`config.mk`:
```
export PLATFORM = sky130hd
export DESIGN_NAME = b01_serial_driver_flat
export DESIGN_NICKNAME = d
export VERILOG_FILES = /design/src/rtl/b01_serial_driver_if.sv /design/src/rtl/b01_serial_driver.sv /design/src/flat_wrapper.sv
export SDC_FILE = /design/constraint.sdc
export NUM_CORES = 1
export LEC_CHECK = 0
export BUFFER_PORTS_ARGS = -buffer_cell sky130_fd_sc_hd__buf_2
export CORE_MARGIN = 3
export CORE_UTILIZATION = 55
export CTS_BUF_LIST = sky130_fd_sc_hd__clkbuf_8 sky130_fd_sc_hd__clkbuf_16
export DETAILED_ROUTE_END_ITERATION = 8
export PLACE_DENSITY = 0.78
export SETUP_SLACK_MARGIN = 0.4
export SLEW_MARGIN = 30
export SYNTH_ARGS = -nofsm -noshare
export SYNTH_HDL_FRONTEND = slang
export SYNTH_SLANG_ARGS = --single-unit
```
`constraint.sdc`:
```
create_clock -name clock -period 2.3 [get_ports clock]
set_clock_uncertainty 0.2 [all_clocks]
set_input_delay 0.46 -clock clock [delete_from_list [all_inputs] [get_ports clock]]
set_output_delay 0.46 -clock clock [all_outputs]
set_load 0.02 [all_outputs]
```
`src/rtl/b01_serial_driver_if.sv`:
```
// Operand/result bundle between the host side and b01_serial_driver.
// master = host (drives operands), slave = driver (returns results).
interface b01_serial_driver_if #(
    parameter int WIDTH = 8
);
    logic             in_valid;
    logic             in_ready;
    logic [WIDTH-1:0] in_a;
    logic [WIDTH-1:0] in_b;
    logic             res_valid;
    logic [WIDTH-1:0] res_data;
    logic             res_ovf;

    modport master (
        output in_valid, in_a, in_b,
        input  in_ready, res_valid, res_data, res_ovf
    );

    modport slave (
        input  in_valid, in_a, in_b,
        output in_ready, res_valid, res_data, res_ovf
    );
endinterface

```
`src/rtl/b01_serial_driver.sv`:
```
// Bit-serial operand transmitter and result collector for the b01 core.
// Ports: clock, reset_n, bus (operand/result handshake), line1/line2 out,
// outp/overflw in (serial return from the core).
module b01_serial_driver #(
    parameter int WIDTH = 8,
    parameter int LAT   = 1,
    parameter int GAP   = 1
) (
    input  logic                clock,
    input  logic                reset_n,
    b01_serial_driver_if.slave  bus,
    output logic                line1,
    output logic                line2,
    input  logic                outp,
    input  logic                overflw
);

    localparam int CW = $clog2(WIDTH + 16);
    localparam logic [CW-1:0] LAST_BIT   = CW'(WIDTH - 1);
    localparam logic [CW-1:0] LAST_DRAIN = CW'(LAT - 1);
    localparam logic [CW-1:0] LAST_GAP   = CW'(GAP - 1);

    typedef enum logic [2:0] {
        S_IDLE,
        S_SHIFT,
        S_DRAIN,
        S_DONE,
        S_GAP
    } state_t;

    state_t           state;
    logic [WIDTH-1:0] sa;
    logic [WIDTH-1:0] sb;
    logic [WIDTH-1:0] cap;
    logic [WIDTH-1:0] cap_nxt;
    logic             acc;
    logic             acc_nxt;
    logic [CW-1:0]    cnt;
    logic             mark_in;
    logic             live;

    // A bit is "live" on the line for every SHIFT cycle; the mark is
    // delayed by LAT so it lines up with the core's returned sample.
    assign mark_in = (state == S_SHIFT);

    generate
        if (LAT == 0) begin : g_nodly
            assign live = mark_in;
        end else begin : g_dly
            logic [LAT-1:0] dl;
            always_ff @(posedge clock or negedge reset_n) begin
                if (!reset_n) begin
                    dl <= '0;
                end else begin
                    dl <= (dl << 1) | LAT'(mark_in);
                end
            end
            assign live = dl[LAT-1];
        end
    endgenerate

    // Next capture value; also used to publish the word on the same
    // edge that takes the final sample.
    always_comb begin
        cap_nxt = cap;
        acc_nxt = acc;
        if (live) begin
            cap_nxt = {outp, cap[WIDTH-1:1]};
            acc_nxt = acc | overflw;
        end
    end

    always_ff @(posedge clock or negedge reset_n) begin
        if (!reset_n) begin
            state         <= S_IDLE;
            bus.in_ready  <= 1'b1;
            bus.res_valid <= 1'b0;
            bus.res_data  <= '0;
            bus.res_ovf   <= 1'b0;
            line1         <= 1'b0;
            line2         <= 1'b0;
            sa            <= '0;
            sb            <= '0;
            cap           <= '0;
            acc           <= 1'b0;
            cnt           <= '0;
        end else begin
            bus.res_valid <= 1'b0;
            cap           <= cap_nxt;
            acc           <= acc_nxt;
            unique case (state)
                S_IDLE: begin
                    if (bus.in_valid && bus.in_ready) begin
                        state        <= S_SHIFT;
                        bus.in_ready <= 1'b0;
                        line1        <= bus.in_a[0];
                        line2        <= bus.in_b[0];
                        sa           <= bus.in_a >> 1;
                        sb           <= bus.in_b >> 1;
                        cnt          <= '0;
                        cap          <= '0;
                        acc          <= 1'b0;
                    end
                end
                S_SHIFT: begin
                    if (cnt == LAST_BIT) begin
                        line1 <= 1'b0;
                        line2 <= 1'b0;
                        cnt   <= '0;
                        if (LAT == 0) begin
                            state         <= S_DONE;
                            bus.res_valid <= 1'b1;
                            bus.res_data  <= cap_nxt;
                            bus.res_ovf   <= acc_nxt;
                        end else begin
                            state <= S_DRAIN;
                        end
                    end else begin
                        line1 <= sa[0];
                        line2 <= sb[0];
                        sa    <= sa >> 1;
                        sb    <= sb >> 1;
                        cnt   <= cnt + CW'(1);
                    end
                end
                S_DRAIN: begin
                    if (cnt == LAST_DRAIN) begin
                        state         <= S_DONE;
                        cnt           <= '0;
                        bus.res_valid <= 1'b1;
                        bus.res_data  <= cap_nxt;
                        bus.res_ovf   <= acc_nxt;
                    end else begin
                        cnt <= cnt + CW'(1);
                    end
                end
                S_DONE: begin
                    cnt <= '0;
                    if (GAP == 0) begin
                        state        <= S_IDLE;
                        bus.in_ready <= 1'b1;
                    end else begin
                        state <= S_GAP;
                    end
                end
                S_GAP: begin
                    if (cnt == LAST_GAP) begin
                        state        <= S_IDLE;
                        bus.in_ready <= 1'b1;
                        cnt          <= '0;
                    end else begin
                        cnt <= cnt + CW'(1);
                    end
                end
                default: begin
                    state        <= S_IDLE;
                    bus.in_ready <= 1'b1;
                end
            endcase
        end
    end

endmodule

```
`src/flat_wrapper.sv`:
```
// flat-port wrapper written by rule: the top's interface ports become plain ports
module b01_serial_driver_flat 
#(
    parameter int WIDTH = 8,
    parameter int LAT   = 1,
    parameter int GAP   = 1
)
  (clock, reset_n, line1, line2, outp, overflw, bus_in_valid, bus_in_a, bus_in_b, bus_in_ready, bus_res_valid, bus_res_data, bus_res_ovf);
  b01_serial_driver_if #(.WIDTH(WIDTH)) bus_i ();
  input  logic clock;
  input  logic reset_n;
  output logic line1;
  output logic line2;
  input  logic outp;
  input  logic overflw;
  input wire logic [$bits(bus_i.in_valid)-1:0] bus_in_valid;
  input wire logic [$bits(bus_i.in_a)-1:0] bus_in_a;
  input wire logic [$bits(bus_i.in_b)-1:0] bus_in_b;
  output wire logic [$bits(bus_i.in_ready)-1:0] bus_in_ready;
  output wire logic [$bits(bus_i.res_valid)-1:0] bus_res_valid;
  output wire logic [$bits(bus_i.res_data)-1:0] bus_res_data;
  output wire logic [$bits(bus_i.res_ovf)-1:0] bus_res_ovf;
  assign bus_i.in_valid = bus_in_valid;
  assign bus_i.in_a = bus_in_a;
  assign bus_i.in_b = bus_in_b;
  assign bus_in_ready = bus_i.in_ready;
  assign bus_res_valid = bus_i.res_valid;
  assign bus_res_data = bus_i.res_data;
  assign bus_res_ovf = bus_i.res_ovf;
  b01_serial_driver #(.WIDTH(WIDTH), .LAT(LAT), .GAP(GAP)) u_core (.clock(clock), .reset_n(reset_n), .bus(bus_i), .line1(line1), .line2(line2), .outp(outp), .overflw(overflw));
endmodule
```
# After elaboration in Yosys (flattened, before gate mapping)
# Index checks and enable logic that the tools add are counted.
# W data, S select, Z words.
# word_totals
reg_bits	47
input_bits	21
word_cells	71
out_inout_bits	13
# op_classes
reduce_logical	13
muxes	32
bitwise	2
addsub	1
eq_ne	10
# op_table
op	n
$mux W8	7
$pmux W8 S2	2
$pmux W5 S4	1
$mux W5	3
$pmux W3 S5	1
$mux W3	4
$mux W1	11
$eq A3 B2 Y1 const B	2
$ne A2 B1 Y1 const B	3
$reduce_and A2 Y1	3
$reduce_and A3 Y1	2
$add A5 B1 Y5 const B	1
$eq A5 B3 Y1 const B	1
$logic_not A5 Y1	1
$ne A2 B2 Y1 const B	2
$pmux W1 S2	2
$reduce_and A4 Y1	1
$reduce_bool A4 Y1	1
$eq A3 B1 Y1 const B	1
$eq A3 B3 Y1 const B	1
$logic_not A3 Y1	1
$pmux W1 S3	1
$reduce_or A3 Y1	1
$reduce_bool A2 Y1	1
4 further kinds	4

# Longest topological paths before layout
# depth
ltp_word	4
ltp_mapped	7

# Least setup slack after synthesis
# No wires, ideal clock.
# synth_timing
kind	flip-flop to flip-flop
startpoint	reg u_core.cnt[0]
endpoint	reg u_core.bus.res_data[0]
stages_incl_launch_ff	7
slack_ns	0.351
required_ns	1.972
arrival_ns	1.621
n_path_buf	1
path_cell_list	dfrtp_1 > inv_1 > ha_1 > or4b_4 > nor3_4 > buf_6 > a21oi_1
# synth_via
elab_chain_len	2
# synth_rtl
element	line_no	rtl
from (decl)	b01_serial_driver.sv:38	logic [CW-1:0] cnt;
from (signal assigned)	b01_serial_driver.sv:123	cnt <= cnt + CW'(1);
from (signal assigned)	b01_serial_driver.sv:134	cnt <= cnt + CW'(1);
from (signal assigned)	b01_serial_driver.sv:152	cnt <= cnt + CW'(1);
$logic_not A5 Y1	b01_serial_driver.sv:127	if (cnt == LAST_DRAIN) begin
$reduce_and A2 Y1 (no line)	-	
to (signal assigned)	b01_serial_driver.sv:113	bus.res_data <= cap_nxt;
to (signal assigned)	b01_serial_driver.sv:131	bus.res_data <= cap_nxt;
to (decl)	b01_serial_driver_if.sv:21	output in_ready, res_valid, res_data, res_ovf
# Every way passes these cells.
# A chain may end at the register's enable or synchronous reset.

# Worst setup path after layout
# layout_timing
startpoint	reg u_core.cnt[1]
endpoint	reg u_core.bus.res_data[1]
# The elaborated chain is that of the path after synthesis.

==> flow_summary.toml <==
[run_status]
status = "finished clean"

[pwr]
power_density_nw_per_um2 = 1390
p_leak_nw = 1.12
ir_worst_vdd_mv = 0.733
p_total_mw = 3.45

[worst_hold_path]
min_path_type = "primary input to asynchronous set/reset pin"

[synthesis]
synth.avg_cell_area_sq_um = 11.0
synthCells = 191
synth_flop_cell = "dfrtp_1"
async_flop_share_pct = 100
synth_edf_count = 0
synth_seq_cells = 45
syn_area_sq_um = 2110
yosys_warnings = 0
synth_fp_nets = 214
synthDistinctLibCells = 42
synth_seq_area_share_pct = 53.5

[global_routing]
grt_max_degree = 46
grt-ovfl-total = 0
antenna_found_initial = 0
grt_pass1_wl_mm = 6.84
grt_pass1_vias = 1501
grt.total_usage_pct = 19.9

[floorplanning]
fp-row-count = 21
top_level_ports = 34
dieArea_sq_um = 4610
start_util_pct = 59.8
die_x_microns = 67.9
die_h_microns = 67.9
core_area_sq_um = 3520

[clock_tree]
cts-root-buf = "clkbuf_8"
cts_inserted_buffers = 5
clk_latency_ns = 0.30
cts_tree = "yes"
cts_hold_buf = 0
htreeDepth = 2
clk_pin_slew_ns = 0.09
cts_max_path_buffers = 2
clock_sinks = 45

[sta]
min_period_over_period_pct = 87.0
fin_setup_tns_ns = 0
relSlewSlack_pct = 63.5
finalSetupViolations = 0
rsz0062_at_grt = "yes"
fin_hold_ws_ns = 0.0338
fin_ws_ns = 0.298
fmaxAchievable_mhz = 500
hold_viol_final = 0
worst_pin_slew_ns = 0.548
slew_viol_final = 0
fin_crit_ns = 2.00

[setup_path]
crit_chain = "inv_1 > ha_2 > or4b_4 > nor3_4 > buf_4 > a21oi_1"
cp_num_cells = 6
crit_fanout = 9
cp.required_ns = 2.27
critical_path.top_delay_family = "simple AND/OR/NAND/NOR gates"
slowest_stage = "or4b_4"
endpoint_kind = "register"
crit_path_max_incr_delay_ns = 0.49
worstPathArrival_ns = 1.97
cp-start-kind = "register"
setup.worst_path.class = "register to register"
critPathBufInv = 2
r2r_cells = 6

[cells_and_area]
nNetsFinal = 256
drive_gt1_share_pct = 32.5
fill_cells = 276
final_common_cell = "dfrtp_1"
area_growth_pct = 17.9
n_antenna_cell = 0
layout_common_cells = "dfrtp_1 (43), buf_2 (33), nor2_1 (32)"

[routing]
dr.pass1.iters = 4
drt-initial-drc-count = 78
ant_nets = 0
wl_per_cell_microns = 14.9
drt-vias-per-instance = 5.52
route.detailed.drc = 0
vias = 1546
wl_mm = 4.17

[flow_run]
drv_cap = 0

[placed_design]
dpl.hpwl_mm = 2.81
place_congestion = 0.937
pre_cts_ws_ns = 0.246
port_buffers = 33
==> routing by layer <==
layer	up-vias	share of wire [%]	wire length, microns	global-route usage (%)
met4	0	2.0	82	7.20
li1	752	-	-	-
met1	743	41	1720	24.8
met5	-	0	0	0
met3	9	4.5	187	5.09
met2	42	52	2180	33.3
==> cell usage after synthesis (all sizes together), types with 2 or more instances <==
cell,n,share of area (%)
ha,2,1.2
nand2,5,0.89
mux2,2,1.1
xor2,2,0.83
dfrtp,44,52
o32ai,2,1.7
a21oi,24,5.7
mux2i,22,10
buf,10,3.3
inv,5,0.89
nor3,5,2.3
nand3,4,0.95
a22o,3,1.2
nor2,37,6.7
o21ai,4,0.95
==> worst paths after layout <==
kind,startpoint,to,slack [ns]
worst max-delay path,u_core.cnt[1],u_core.bus.res_data[1],0.30
worst min-delay path,reset_n,u_core.bus.res_data[3],0.03
worst max register to register,u_core.cnt[1],u_core.bus.res_data[1],0.30
worst min register to register,u_core.sb[0],u_core.line2,0.30
max in group asynchronous,reset_n,u_core.state[1],1.46
min in group clock,bus_in_b[7],u_core.sb[6],0.20
==> power breakdown <==
part | leakage, nW | switching [mW] | total, mW | internal [mW]
sequential | 0.532 | 0.264 | 1.39 | 1.13
combinational | 0.545 | 0.864 | 1.57 | 0.703
clock | 0.0445 | 0.271 | 0.487 | 0.216
==> stage by stage <==
stage          std cells  instance area, sq um  util (%)
2_1_floorplan        191                  2110         -
3_3_place_gp         266                  2300      65.5
3_5_place_dp         266                  2300      65.5
4_1_cts              278                  2440      69.4
5_1_grt              280                  2480      70.5
6_report             280                  2480      70.5
==> final cells by class <==
class / instances / area, sq um / area share (%)
inverter: 5 / 21.3 / 0.856
clock inverter: 3 / 21.3 / 0.856
multi-input combinational: 131 / 916 / 36.9
sequential: 45 / 1130 / 45.4
clock buffer: 5 / 68.8 / 2.77
timing repair buffer: 45 / 270 / 10.9
tap: 46 / 57.6 / 2.32
==> timing repair <==
action / 4_1_cts / 5_1_grt
pin swaps: 1 / 0
setup endpoints to repair: 17 / 36
gates resized for setup: 8 / 9
cloned: 2 / 0
setup buffers: 2 / 2
==> registers in the layout, indices dropped and copies added, names as in the netlist <==
register / count
u_core.line1: 1
u_core.state: 3
u_core.line2: 1
u_core.bus.res_ovf: 1
u_core.bus.res_valid: 1
u_core.sb: 7
u_core.cap: 8
u_core.cnt: 5
u_core.sa: 7
u_core.bus.in_ready: 1
u_core.bus.res_data: 8
u_core.g_dly.dl: 1
u_core.acc: 1
==> cell families after synthesis <==
family / share of synthesized area [%]
flip-flops: 53.5
AND/OR/NAND/NOR: 16.3
buffers and inverters: 4.22
multiplexers: 11.5
AO/OA/AOI/OAI: 12.4
adder cells (fa/ha/maj): 1.19
XOR/XNOR: 0.832
Note: power is estimated with default switching activity, not from simulation.
